## src/rtl/lsu_ctrl.sv

```systemverilog
// ============================================================================
// Module   : lsu_ctrl
// Purpose  : Single-outstanding load/store controller for a word-addressed
//            synchronous-read data memory, with alignment/range checking.
// Revision : 1.0
// ============================================================================
`default_nettype none

module lsu_ctrl #(
  parameter int DEPTH = 32,
  parameter int IDX_W = 5
) (
  input  logic        clk,
  input  logic        rst_n,
  input  logic        req_valid,
  input  logic        req_write,
  input  logic [31:0] req_addr,
  input  logic [31:0] req_wdata,
  input  logic [4:0]  req_rd,
  output logic        req_ready,
  output logic [31:0] mem_address,
  output logic [31:0] mem_write_data,
  output logic        mem_read,
  output logic        mem_write,
  input  logic [31:0] mem_read_data,
  output logic        resp_valid,
  input  logic        resp_ready,
  output logic [31:0] resp_data,
  output logic [4:0]  resp_rd,
  output logic        resp_err
);

  localparam logic [1:0]  c_IDLE    = 2'd0;
  localparam logic [1:0]  c_ISSUE   = 2'd1;
  localparam logic [1:0]  c_CAPTURE = 2'd2;
  localparam logic [1:0]  c_RESP    = 2'd3;
  localparam logic [32:0] c_LIMIT   = 33'(DEPTH) * 33'd4;

  logic [1:0]       r_state;
  logic [1:0]       w_next;
  logic             r_write;
  logic [IDX_W-1:0] r_idx;
  logic [31:0]      r_wdata;
  logic [4:0]       r_rd;
  logic             r_err;
  logic [31:0]      r_rdata;
  logic             w_accept;
  logic             w_addr_err;

  assign w_accept   = req_valid && (r_state == c_IDLE);
  // Byte addresses at or beyond DEPTH words are rejected rather than wrapped.
  assign w_addr_err = (req_addr[1:0] != 2'b00) || ({1'b0, req_addr} >= c_LIMIT);

  always_ff @(posedge clk or negedge rst_n) begin
    if (!rst_n) begin
      r_state <= c_IDLE;
    end else begin
      r_state <= w_next;
    end
  end

  always_comb begin
    w_next = r_state;
    case (r_state)
      c_IDLE:    if (w_accept) w_next = w_addr_err ? c_RESP : c_ISSUE;
      c_ISSUE:   w_next = r_write ? c_RESP : c_CAPTURE;
      c_CAPTURE: w_next = c_RESP;
      c_RESP:    if (resp_ready) w_next = c_IDLE;
      default:   w_next = c_IDLE;
    endcase
  end

  // Strobes decode straight from state so an async reset drops them at once.
  always_comb begin
    req_ready  = (r_state == c_IDLE);
    mem_read   = (r_state == c_ISSUE) && !r_write;
    mem_write  = (r_state == c_ISSUE) && r_write;
    resp_valid = (r_state == c_RESP);
  end

  always_ff @(posedge clk or negedge rst_n) begin
    if (!rst_n) begin
      r_write <= 1'b0;
      r_idx   <= '0;
      r_wdata <= '0;
      r_rd    <= '0;
      r_err   <= 1'b0;
      r_rdata <= '0;
    end else if (w_accept) begin
      r_write <= req_write;
      r_idx   <= req_addr[IDX_W+1:2];
      r_wdata <= req_wdata;
      r_rd    <= req_rd;
      r_err   <= w_addr_err;
      r_rdata <= '0;
    end else if (r_state == c_CAPTURE) begin
      r_rdata <= mem_read_data;
    end
  end

  assign mem_address    = {{(32-IDX_W){1'b0}}, r_idx};
  assign mem_write_data = r_wdata;
  assign resp_data      = r_rdata;
  assign resp_rd        = r_rd;
  assign resp_err       = r_err;

endmodule

`default_nettype wire

```

## config.mk

```make
export PLATFORM = sky130hd
export DESIGN_NAME = lsu_ctrl
export DESIGN_NICKNAME = d
export VERILOG_FILES = /design/src/rtl/lsu_ctrl.sv
export SDC_FILE = /design/constraint.sdc
export NUM_CORES = 1
export LEC_CHECK = 0
export CAP_MARGIN = 5
export CORE_MARGIN = 2
export CORE_UTILIZATION = 33
export DETAILED_ROUTE_END_ITERATION = 8
export PLACE_DENSITY = 0.83
export SYNTH_ARGS = -nofsm -noshare
export SYNTH_HDL_FRONTEND = slang
export SYNTH_SLANG_ARGS = --single-unit
export TNS_END_PERCENT = 5
```

## constraint.sdc

```tcl
create_clock -name clk -period 1.5 [get_ports clk]
set_clock_uncertainty 0.1 [all_clocks]
set_input_delay 0.3 -clock clk [delete_from_list [all_inputs] [get_ports clk]]
set_output_delay 0.3 -clock clk [all_outputs]
set_load 0.005 [all_outputs]
```

==> impl_metrics.toml, run 1 <==
[status]
status = "finished with violations"
violations = "negative setup slack"

[critical_path]
crit_fanout = 7
criticalPathCategory = "register to register"
worstPathRequired_ps = 1610
worst_setup_path_start_kind = "register"
critPathMostFrequentCell = "buf_6"
cp-startpoint = "r_state[1]$_DFFE_PN0P_"
worstPathCellList = "inv_2, buf_6, ha_4, buf_6, and2_4, bufbuf_16, nor2_1"
slowest_stage = "dfrtp_1"
critPathArrivalTime_ps = 1770
max_stage_delay_ps = 410
r2r_start = "r_state[1]$_DFFE_PN0P_"
end_kind = "register"

[power]
p_seq_frac = 0.369
swShare = 0.345
clkPwrFrac = 0.142
ir_worst_vdd_mv = 0.623
p_switching_mw = 3.39
p_int_mw = 6.43
power_frac_comb = 0.489
design_power_total_mw = 9.81
p_leak_nw = 2.88
p_per_area_nw_per_um2 = 1720

[drt]
drc = 0
wire_per_inst_um = 13.8
vias_per_cell = 4.35
num_vias = 2992
first_pass_iters = 4
wl_um = 9510
first_iter_violations = 117
antenna_left = 0

[clocking]
clk_path_buf_depth = 2
numCtsBuffers = 9
root_buffer = "clkbuf_8"
cts_tree = "built"
clk_latency_ps = 330
clock_sinks = 78
h-tree-depth = 3
clk_pin_slew_worst_paths_ps = 80

[sta]
fin_ws_ps = -160
slew_violations = 0
hold_violations = 0
rsz0062_at_grt = "yes"
fin_crit_sh = 1.11
finalCriticalPeriod_ps = 1660
fmax_mhz = 603
setup_viol = 78
fin_tns_setup_ps = -3790

[place]
pre_cts_ws_ps = -183
gp_congestion = 0.763
place_inst = 662
hpwl_um = 6620
io_buffers = 184

[final_layout]
area_delta_synth_final_pct = 68.6
utilization = 0.578
seqCellArea_um2 = 1950
drive_gt1_frac = 0.108
n_antenna_cell = 0
finalNonFillerCells = 688
multiInputGateArea_um2 = 1290
nNetsFinal = 660
fillerInstances = 873

[floorplanning]
ios = 212
start_util = 0.343
die_h_um = 105
dieWidth_um = 105
coreArea_um2 = 9860
floorplan.die_area_um2 = 11100
rows = 36

[global_route]
grt_max_degree = 79
antenna_found_initial = 0
grt_overflow = 0
grt_pass1_vias = 3036
grt_pass1_wl_um = 15100
gr-usage-all-layers = 0.168

[hold_path]
min-delay-start = "mem_write_data[30]$_DFFE_PN0P_"
hold_class = "register to register"

[synthesis]
ys_seq_area_frac = 0.577
synthDistinctLibCells = 20
synth_cells = 348
yosys_warnings = 0
synthesis.area_um2 = 3380
synth-seq-cells = 78
synth.avg_cell_area_um2 = 9.71

[flow_run]
maxCapViolations = 0
## critical path: cells and delay by family, from the launching register on
family,cells,cell delay [ps]
buf+inv,4,600
flops,1,410
simple gates,2,290
fa+ha+maj,1,130
## kinds of logic after synthesis
logic type | share of synthesized area
other cells | 0.00111
buf+inv | 0.0910
fa+ha+maj | 0.0148
flops | 0.577
simple gates | 0.207
compound gates | 0.0111
mux | 0.0977
## stage by stage
stage          hold WS [ps]  area (um2)
4_1_cts                 364        5610
2_1_floorplan         -95.6        3480
3_5_place_dp            260        5380
3_3_place_gp            250        5380
5_1_grt                 374        5700
6_report                370        5700
## synth_stat cells, drive strengths merged
cell type	count	area, um2
o22a	1	8.76
a22oi	1	12.5
mux2i	33	330
and2	1	6.26
nor3	1	5.00
clkbuf	1	3.75
nor2	34	128
nand2	133	499
ha	4	50.1
conb	1	3.75
o21ai	2	10.0
nand4	1	6.26
a31oi	1	6.26
nand3	1	5.00
dfrtp	78	1950
buf	42	285
inv	5	18.8
nor4	6	37.5
nor2b	2	12.5
## layout by cell type, fill, tap and decap left out, types with 2 or more instances in the layout
cell type,netlist,layout
buf_12,0,6
buf_2,12,2
buf_4,30,9
buf_6,0,7
clkbuf_16,0,2
clkbuf_8,0,10
clkdlybuf4s50_1,0,104
clkinv_2,0,3
clkinvlp_4,0,3
conb_1,1,27
dfrtp_1,78,77
dlygate4sd2_1,0,75
ha_4,0,3
inv_1,5,2
inv_2,0,3
mux2i_1,33,31
nand2_1,133,131
nand2_2,0,2
nor2_1,34,33
nor4_1,6,6
o21ai_1,0,2
## power by group through the flow
stage / sequential [mW] / clock (mW) / combinational, mW
2_1_floorplan: 3.71 / 0 / 1.85
3_3_place_gp: 3.61 / 0 / 4.74
4_1_cts: 3.60 / 1.45 / 4.56
6_report: 3.62 / 1.40 / 4.80
5_1_grt: 3.75 / 1.56 / 5.26
3_5_place_dp: 3.65 / 0 / 4.90
## final timing paths
path | end | cells past startpoint | slack, ps
setup / recovery | resp_data[7]$_DFFE_PN0P_ | 7 | -160
hold / removal | mem_write_data[30]$_DFFE_PN0P_ | 2 | 370
max in group asynchronous | r_state[0]$_DFFE_PN0P_ | 3 | 520
hold reg to reg | mem_write_data[30]$_DFFE_PN0P_ | 2 | 370
min in group asynchronous | resp_data[14]$_DFFE_PN0P_ | 3 | 420
setup reg to reg | resp_data[7]$_DFFE_PN0P_ | 7 | -160
## repair_timing
item	4_1_cts	5_1_grt
cloned	2	2
pin swaps	4	7
hold buffers	1	0
setup buffers	5	0
setup endpoints to repair	157	82
resized for setup	107	11
endpoints found under the hold margin	78	0
## registers in the layout, summed over array words and instances (netlist names)
register / cells
mem_write_data: 32
r_idx: 5
r_state: 2
r_write: 1
resp_data: 32
resp_err: 1
resp_rd: 5
## cell type report
type | instances | area share
clock buffers | 10 | 0.0241
well taps | 133 | 0.0292
clock inverters | 6 | 0.00658
repair buffers | 208 | 0.367
multi-input cells | 248 | 0.227
flip-flops and latches | 78 | 0.343
inverters | 5 | 0.00329
## routing by layer
| layer | global-route usage | share of wire | vias up |
|---|---|---|---|
| met5 | 0 | 0 | - |
| met4 | 0.0486 | 0.012 | 0 |
| met3 | 0.0414 | 0.061 | 11 |
| met2 | 0.279 | 0.50 | 133 |
| met1 | 0.217 | 0.43 | 1400 |
| li1 | - | - | 1448 |
Note: power is estimated with default switching activity, not from simulation.
==> inputs of run 2 (changes only) <==
- CORE_UTILIZATION: 33 -> 40
- PLACE_DENSITY: 0.83 -> 0.94
- clock period: 1.5 -> 2.1 ns (I/O delays scaled with it)
==> run 2 against run 1 <==
  * The flow now finishes without violations
  * Non-clock buffer count shrank 15
  * Cell area shrank 3.1%
  * Critical path depth shrank 4
  * Clock power is 7% lower
  * Global-route usage rose by 2.4 points
  * Setup slack improved by 340 ps
  * Critical endpoint is now resp_valid
==> impl_metrics.toml, run 2 (synthesis gave the netlist of run 1 again) <==
[floorplanning]
start_util = 0.411
rows = 33
floorplan.die_area_um2 = 9200
ios = 212
coreArea_um2 = 8220
dieWidth_um = 95.9
die_h_um = 95.9

[global_route]
gr-usage-all-layers = 0.192
antenna_found_initial = 0
grt_overflow = 0
grt_pass1_wl_um = 13500
grt_pass1_vias = 3013
grt_max_degree = 47

[drt]
wire_per_inst_um = 13.3
drc = 0
first_pass_iters = 4
vias_per_cell = 4.53
antenna_left = 0
wl_um = 8590
first_iter_violations = 40
num_vias = 2919

[critical_path]
end_kind = "output port"
worst_setup_path_start_kind = "register"
worstPathRequired_ps = 1580
crit_fanout = 3
criticalPathCategory = "register to output port"
critPathArrivalTime_ps = 1400

[power]
p_leak_nw = 2.61
p_per_area_nw_per_um2 = 1310
ir_worst_vdd_mv = 0.683

[sta]
fmax_mhz = 521
slew_violations = 0
hold_violations = 0
fin_crit_sh = 0.914
fin_tns_setup_ps = 0
rsz0062_at_grt = "no"
finalCriticalPeriod_ps = 1920
hold_slack_ps = 379
setup_viol = 0

[clocking]
clk_path_buf_depth = 2
cts_tree = "built"
h-tree-depth = 3
clk_latency_ps = 330
root_buffer = "clkbuf_8"
clk_pin_slew_worst_paths_ps = 80
clock_sinks = 78
numCtsBuffers = 9

[final_layout]
mostFrequentLayoutCell = "clkdlybuf4s50_1"
drive_gt1_frac = 0.0557
finalNonFillerCells = 644
nNetsFinal = 645
n_antenna_cell = 0
area_delta_synth_final_pct = 63.5
layout_common_cells = "179 x clkdlybuf4s50_1, 133 x nand2_1, 78 x dfrtp_1, 34 x nor2_1, 33 x mux2i_1"
utilization = 0.673

[place]
gp_congestion = 0.691
hpwl_um = 6690
io_buffers = 184
place_inst = 625

[hold_path]
hold_class = "register to register"

[flow_run]
maxCapViolations = 0

[status]
status = "completed"
-- run 2: cell count changes in the layout (fill, tap and decap cells not counted), moves of 3 or more --
cell	before	now
clkdlybuf4s50_1	104	179
dlygate4sd2_1	75	4
buf_6	7	0
buf_4	9	5
bufinv_16	0	3
-- run 2: where the power goes --
group	switching, mW	internal, mW	total (mW)
combinational	1.34	2.00	3.33
sequential	0.381	2.21	2.59
clock	0.519	0.783	1.30
total	2.24	4.99	7.23
-- run 2: path summary, 6_finish.rpt --
path / from / endpoint / slack [ps] / cells past startpoint
worst min register to register: mem_write_data[11]$_DFFE_PN0P_ / mem_write_data[11]$_DFFE_PN0P_ / 380 / 2
min in group asynchronous: rst_n / resp_data[1]$_DFFE_PN0P_ / 500 / 2
worst max register to register: r_state[1]$_DFFE_PN0P_ / resp_data[21]$_DFFE_PN0P_ / 490 / 6
worst max-delay path: r_state[1]$_DFFE_PN0P_ / resp_valid / 180 / 3
max in group asynchronous: rst_n / resp_data[23]$_DFFE_PN0P_ / 820 / 3
worst min-delay path: mem_write_data[11]$_DFFE_PN0P_ / mem_write_data[11]$_DFFE_PN0P_ / 380 / 2
-- run 2: area by class of cell --
cell class,instances,area [um2]
flip-flops and latches,78,1950
fillers,640,2690
repair buffers,193,1950
inverters,5,18.8
clock buffers,9,124
multi-input cells,248,1230
clock inverters,6,111
well taps,105,131
-- run 2: worst max-delay path: stages, from the launching register on --
cell and delay [ps]:
dfrtp_1 420, buf_4 150, ha_1 210, dlygate4sd2_1 290
-- run 2: per-layer routing --
metal	wire length, um	GRT usage
met3	830	0.0752
met4	81	0.0631
met5	0	0
met1	3260	0.207
met2	4420	0.343
-- run 2: per-stage QoR --
step / instance area, um2 / total power [mW] / setup slack [ps]
final: 5530 / 7.23 / 181
after global routing: 5530 / 7.82 / 97.2
after CTS: 5530 / 7.33 / 162
after detailed placement: 5250 / 5.95 / 220
after global placement: 5250 / 5.79 / 259
after floorplan: 3480 / 3.97 / 569
-- run 2: what timing repair did --
| item | 4_1_cts | 5_1_grt |
|---|---|---|
| resized for setup | 8 | 0 |
| endpoints found under the hold margin | 36 | 0 |
| buffers inserted | 3 | 0 |
| hold buffers | 1 | 0 |
| endpoints found under the setup margin | 4 | 0 |
==> inputs of run 3 (changes only) <==
- CTS_CLUSTER_SIZE: not set -> 30
==> results of run 3 <==
No change in the layout: final DEF, timing and power equal those of run 2.
